==> src/rtl/au_pkg.sv <==
// Shared encodings for the arithmetic-unit negate pipeline: op codes and prefix architectures.
// Pure definitions, no logic; imported by the prefix network and the pipeline top.
package au_pkg;

  localparam logic [1:0] OP_PASS = 2'd0;
  localparam logic [1:0] OP_NEG  = 2'd1;
  localparam logic [1:0] OP_ABS  = 2'd2;
  localparam logic [1:0] OP_NABS = 2'd3;

  localparam int ARCH_RIPPLE   = 0;
  localparam int ARCH_KOGGE    = 1;
  localparam int ARCH_SKLANSKY = 2;

  // Number of doubling levels a log-depth prefix network needs for w bits.
  function automatic int prefix_levels(input int w);
    return (w > 1) ? $clog2(w) : 1;
  endfunction

endpackage

==> src/rtl/au_prefix_and.sv <==
// Prefix-AND network, y[i] = &x[i:0]; purely combinational, no latency, no flow control.
// ARCH selects ripple chain (0), Kogge-Stone (1) or Sklansky (2); any other value falls back to ripple.
module AU_prefix_and
  import au_pkg::*;
#(
  parameter int WIDTH = 8,
  parameter int ARCH  = 0
) (
  input  logic [WIDTH-1:0] x,
  output logic [WIDTH-1:0] y
);

  if (ARCH == ARCH_KOGGE) begin : g_kogge
    localparam int LEVELS = prefix_levels(WIDTH);
    always_comb begin
      logic [WIDTH-1:0] cur;
      logic [WIDTH-1:0] nxt;
      cur = x;
      nxt = x;
      for (int l = 0; l < LEVELS; l++) begin
        nxt = cur;
        for (int i = 0; i < WIDTH; i++) begin
          if (i >= (1 << l)) nxt[i] = cur[i] & cur[i-(1<<l)];
        end
        cur = nxt;
      end
      y = cur;
    end
  end else if (ARCH == ARCH_SKLANSKY) begin : g_sklansky
    localparam int LEVELS = prefix_levels(WIDTH);
    always_comb begin
      logic [WIDTH-1:0] cur;
      logic [WIDTH-1:0] nxt;
      cur = x;
      nxt = x;
      for (int l = 0; l < LEVELS; l++) begin
        nxt = cur;
        // Upper half of each 2^(l+1) group merges with the top bit of its lower half.
        for (int i = 0; i < WIDTH; i++) begin
          if (((i >> l) & 1) == 1)
            nxt[i] = cur[i] & cur[((i >> (l + 1)) << (l + 1)) + (1 << l) - 1];
        end
        cur = nxt;
      end
      y = cur;
    end
  end else begin : g_ripple
    always_comb begin
      logic [WIDTH-1:0] cur;
      cur = x;
      for (int i = 1; i < WIDTH; i++) begin
        cur[i] = cur[i] & cur[i-1];
      end
      y = cur;
    end
  end

endmodule

==> src/rtl/au_neg_pipe.sv <==
// Pass/negate/abs/negative-abs unit: arithmetic ahead of stage 0, then STAGES valid/ready registers (latency STAGES).
// Backpressure: each stage accepts when empty or its successor accepts, so bubbles collapse; STAGES=0 is combinational.
module au_neg_pipe
  import au_pkg::*;
#(
  parameter int WIDTH  = 8,
  parameter int ARCH   = 0,
  parameter int STAGES = 2
) (
  input  logic             clk,
  input  logic             rst,
  input  logic             in_valid,
  output logic             in_ready,
  input  logic [1:0]       in_op,
  input  logic [WIDTH-1:0] in_a,
  output logic             out_valid,
  input  logic             out_ready,
  output logic [WIDTH-1:0] out_z,
  output logic             out_ovf
);

  typedef struct packed {
    logic [WIDTH-1:0] z;
    logic             ovf;
  } res_t;

  logic [WIDTH-1:0] inv_a;
  logic [WIDTH-1:0] inv_sh;
  logic [WIDTH-1:0] carry;
  logic [WIDTH-1:0] neg_a;
  logic             most_neg;
  res_t             res;

  assign inv_a = ~in_a;

  // carry[i] = &inv_a[i-1:0]: the +1 of ~a+1 rippling through the low ones of ~a.
  if (WIDTH > 1) begin : g_shift
    assign inv_sh = {inv_a[WIDTH-2:0], 1'b1};
  end else begin : g_shift1
    assign inv_sh = 1'b1;
  end

  AU_prefix_and #(
    .WIDTH(WIDTH),
    .ARCH (ARCH)
  ) u_prefix (
    .x(inv_sh),
    .y(carry)
  );

  assign neg_a = inv_a ^ carry;
  // Only 0 and the most negative value negate to themselves; the sign bit excludes 0.
  assign most_neg = in_a[WIDTH-1] & (neg_a == in_a);

  always_comb begin
    res = '0;
    case (in_op)
      OP_PASS: res.z = in_a;
      OP_NEG: begin
        res.z   = neg_a;
        res.ovf = most_neg;
      end
      OP_ABS: begin
        res.z   = in_a[WIDTH-1] ? neg_a : in_a;
        res.ovf = most_neg;
      end
      default: res.z = in_a[WIDTH-1] ? in_a : neg_a;
    endcase
  end

  if (STAGES == 0) begin : g_comb
    assign in_ready  = out_ready;
    assign out_valid = in_valid;
    assign out_z     = res.z;
    assign out_ovf   = res.ovf;
  end else begin : g_pipe
    for (genvar i = 0; i < STAGES; i++) begin : g_stg
      logic vld;
      res_t dat;
      logic rdy;
      logic up_vld;
      res_t up_dat;
      logic dn_rdy;

      if (i == 0) begin : g_src
        assign up_vld = in_valid;
        assign up_dat = res;
      end else begin : g_src
        assign up_vld = g_stg[i-1].vld;
        assign up_dat = g_stg[i-1].dat;
      end

      if (i == STAGES - 1) begin : g_dst
        assign dn_rdy = out_ready;
      end else begin : g_dst
        assign dn_rdy = g_stg[i+1].rdy;
      end

      assign rdy = ~vld | dn_rdy;

      always_ff @(posedge clk) begin
        if (rst) begin
          vld <= 1'b0;
          dat <= '0;
        end else if (rdy) begin
          vld <= up_vld;
          if (up_vld) dat <= up_dat;
        end
      end
    end

    assign in_ready  = g_stg[0].rdy;
    assign out_valid = g_stg[STAGES-1].vld;
    assign out_z     = g_stg[STAGES-1].dat.z;
    assign out_ovf   = g_stg[STAGES-1].dat.ovf;
  end

endmodule

==> config.mk <==
export PLATFORM = sky130hd
export DESIGN_NAME = au_neg_pipe
export DESIGN_NICKNAME = d
export VERILOG_FILES = /design/src/rtl/au_pkg.sv /design/src/rtl/au_prefix_and.sv /design/src/rtl/au_neg_pipe.sv
export SDC_FILE = /design/constraint.sdc
export NUM_CORES = 1
export LEC_CHECK = 0
export CORE_MARGIN = 10
export CORE_UTILIZATION = 31
export CTS_CLUSTER_DIAMETER = 60
export DETAILED_ROUTE_END_ITERATION = 8
export HOLD_SLACK_MARGIN = 0.12
export RECOVER_POWER = 100
export SKIP_LAST_GASP = 1
export SLEW_MARGIN = 10
export SYNTH_ARGS = -nofsm -noshare
export SYNTH_HDL_FRONTEND = slang
export SYNTH_SLANG_ARGS = --single-unit
==> constraint.sdc <==
create_clock -name clk -period 6.05 [get_ports clk]
set_clock_uncertainty 0.05 [all_clocks]
set_input_delay 1.21 -clock clk [delete_from_list [all_inputs] [get_ports clk]]
set_output_delay 1.21 -clock clk [all_outputs]
set_load 0.1 [all_outputs]
==> summary.md <==
| Metric | Value |
|---|---|
| Max clock buf depth | 2 |
| Setup TNS | 0 ns |
| Largest area contributor in the netlist | dfxtp_1 |
| DR DRC count | 0 |
| Status | completed |
| Fin crit period | 4.35 ns |
| CTS sink cnt | 20 |
| WHS | 0.414 ns |
| Pwr dens | 202 nW/um2 |
| Clk root buf | clkbuf_8 |
| Min-Delay Path Class | reg2reg |
| Core Box Area | 4120 um2 |
| Post-Synthesis Cell Area | 1350 um2 |
| Clock transition at path regs | 0.07 ns |
| Synth top area cells | dfxtp_1 (30%), mux2i_1 (12%), ha_1 (11%) |
| Data arrival time of the critical path | 3.09 ns |
| Cells after Synth | 144 |
| Routed WL | 3030 um |
| FP Rows | 23 |
| Largest net degree at the start of global routing | 22 |
| Period utilization | 0.718 |
| Antenna violations before repair | 0 |
| Rel. slew slack | 0.341 |
| Gpl congestion | 0.735 |
| Pins Over Slew Limit | 0 |
| Pre-CTS setup slack | 1.77 ns |
| Drt via density | 4.91 |
| Post-Layout Cell Count | 213 |
| #FFs+latches synth | 20 |
| Commonest non-fill, non-tap cell in the layout | dfxtp_1 |
| CTS tree | built |
| Worst setup SP type | input pin |
| Cell Chain, Critical Path | clkdlybuf4s50_1, nand3b_4, dlygate4sd3_1 |
| Ports | 25 |
| Die area | 7410 um2 |
| Post-DR wirelength/cell | 14.2 um |
| H-tree depth | 1 |
| Final setup margin | 1.70 ns |
| Clock latency at the later pin of the worst-skew pair | 0.26 ns |
| Synth cell types | 34 |
| Layout Utilization | 0.393 |
| Post-synth net total | 170 |
| Post-synth top area share | 0.296 |
| Crit path capture type | output pin |
| Endpoints failing setup | 0 |
| Post-route design area | 1620 um2 |
| Setup bufs post-CTS | 0 |
| Total GRT Usage | 0.0819 |
| Overall power | 0.326 mW |
| DR vias | 1046 |
| Fmax | 230 MHz |
| RSZ-0062 raised after global routing | false |
| Slowest stage delay, CP | 1.21 ns |
| First-pass GRT wire length | 5060 um |
| Starting DRT DRC Count | 68 |
| Yosys warnings | 0 |
| Commonest non-fill, non-tap cells in the layout | dfxtp_1 (20), mux2i_1 (16), dlygate4sd3_1 (15) |
| Number of global-route vias before repair | 1072 |
| Required @ worst endpoint | 4.79 ns |
| DRT Pass-1 Iters | 4 |
| DP HPWL | 2300 um |
| Critical Path Slowest Stage Cell | dlygate4sd3_1 |
| Leakage | 0.789 nW |
| Hold Vio Cnt, Final | 0 |
| Setup CP Type | in2out |
| Crit path buffers/inverters | 2 |
| Nets | 190 |
| Worst VDD drop | 0.0649 mV |
| Antenna diodes | 0 |
| Layout cell share with drive strength beyond 1 | 0.0920 |
| Port Buffers | 24 |
| MaxCap Viol Count | 0 |
| Area growth, synth to finish | 19.3% |
| Dpl cell area | 1570 um2 |
| Initial core utilization | 0.329 |
| Die width | 86.1 um |
| Remaining global-route overflow | 0 |
| TritonCTS Buffers | 3 |
| Crit path max fanout | 4 |
| Post-placement cell count | 209 |
| Slew @ Worst Pin | 0.985 ns |
| Detail Route Antenna Nets | 0 |
| Largest delay share family, worst path | buffers and inverters |
| Hold-fix buffers at CTS | 0 |
| PostCTS Resize Cnt | 0 |
| Avg Synthesized Cell Area | 9.40 um2 |
| Seq/Total Area, Yosys | 0.296 |
| Chip height | 86.1 um |
[path summary, 6_finish.rpt]
| check | from | to | cells after the start | slack, ns |
|---|---|---|---|---|
| worst max-delay path | out_ready | in_ready | 3 | 1.70 |
| worst min-delay path | g_pipe.g_stg[0].dat[8] | g_pipe.g_stg[0].dat[8] | 2 | 0.41 |
| worst max register to register | out_valid | out_z[4] | 5 | 4.76 |
| worst min register to register | g_pipe.g_stg[0].dat[8] | g_pipe.g_stg[0].dat[8] | 2 | 0.41 |
[where the power goes]
| group | total (mW) | internal, mW | switching (mW) |
|---|---|---|---|
| clock | 0.102 | 0.0580 | 0.0444 |
| sequential | 0.141 | 0.137 | 0.00351 |
| combinational | 0.0828 | 0.0343 | 0.0485 |
[final cells by class]
type / instances / area (um2)
clock buffer: 4 / 55.1
timing repair buffer: 25 / 248
sequential: 20 / 400
tap: 50 / 62.6
multi-input combinational: 101 / 801
inverter: 13 / 48.8
fill: 422 / 2500
[registers in the layout, indices dropped and copies added (netlist names)]
signal            cells
out_valid             1
g_pipe.g_stg.dat      9
out_ovf               1
out_z                 8
g_pipe.g_stg.vld      1
[synthesized netlist by cell type (all sizes together)]
| library cell | instances |
|---|---|
| ha | 12 |
| mux2i | 16 |
| nand3b | 2 |
| nand2 | 12 |
| or4 | 1 |
| nor2 | 10 |
| mux2 | 5 |
| buf | 7 |
| xor2 | 6 |
| a221o | 5 |
| nand3 | 3 |
| a21oi | 15 |
| dfxtp | 20 |
| inv | 13 |
| clkbuf | 3 |
| o31ai | 1 |
| a211o | 5 |
| and2 | 1 |
| a21o | 2 |
| nor4 | 1 |
| a222oi | 1 |
| a221oi | 1 |
| nor3 | 1 |
| o21ai | 1 |
[metal layers]
layer,GRT usage,share of wire,up-vias
met2,0.117,0.42,40
met4,0.0479,0.022,0
met3,0.0265,0.099,5
met1,0.104,0.46,461
li1,-,-,540
met5,0,0,-
[cells by family (layout without fill, tap and decap cells)]
group                      Yosys count  after routing  share of synthesized area
adders and majority gates           12             12                      0.111
DFF                                 20             20                      0.296
and+or+nand+nor                     31             31                      0.113
xor gates and xnor gates             6              6                     0.0388
muxes                               21             21                      0.160
buffers and inverters               23             42                      0.104
AOI/OAI and AO/OA                   31             31                      0.177
[worst register-to-register path, delay by kind of cell, from the launching register on]
family | cells | cell delay (ns)
AOI/OAI and AO/OA | 1 | 0.15
buffers and inverters | 2 | 0.28
DFF | 1 | 0.41
muxes | 1 | 0.20
and+or+nand+nor | 1 | 0.06
No activity file was read; power rests on OpenSTA's default activity.
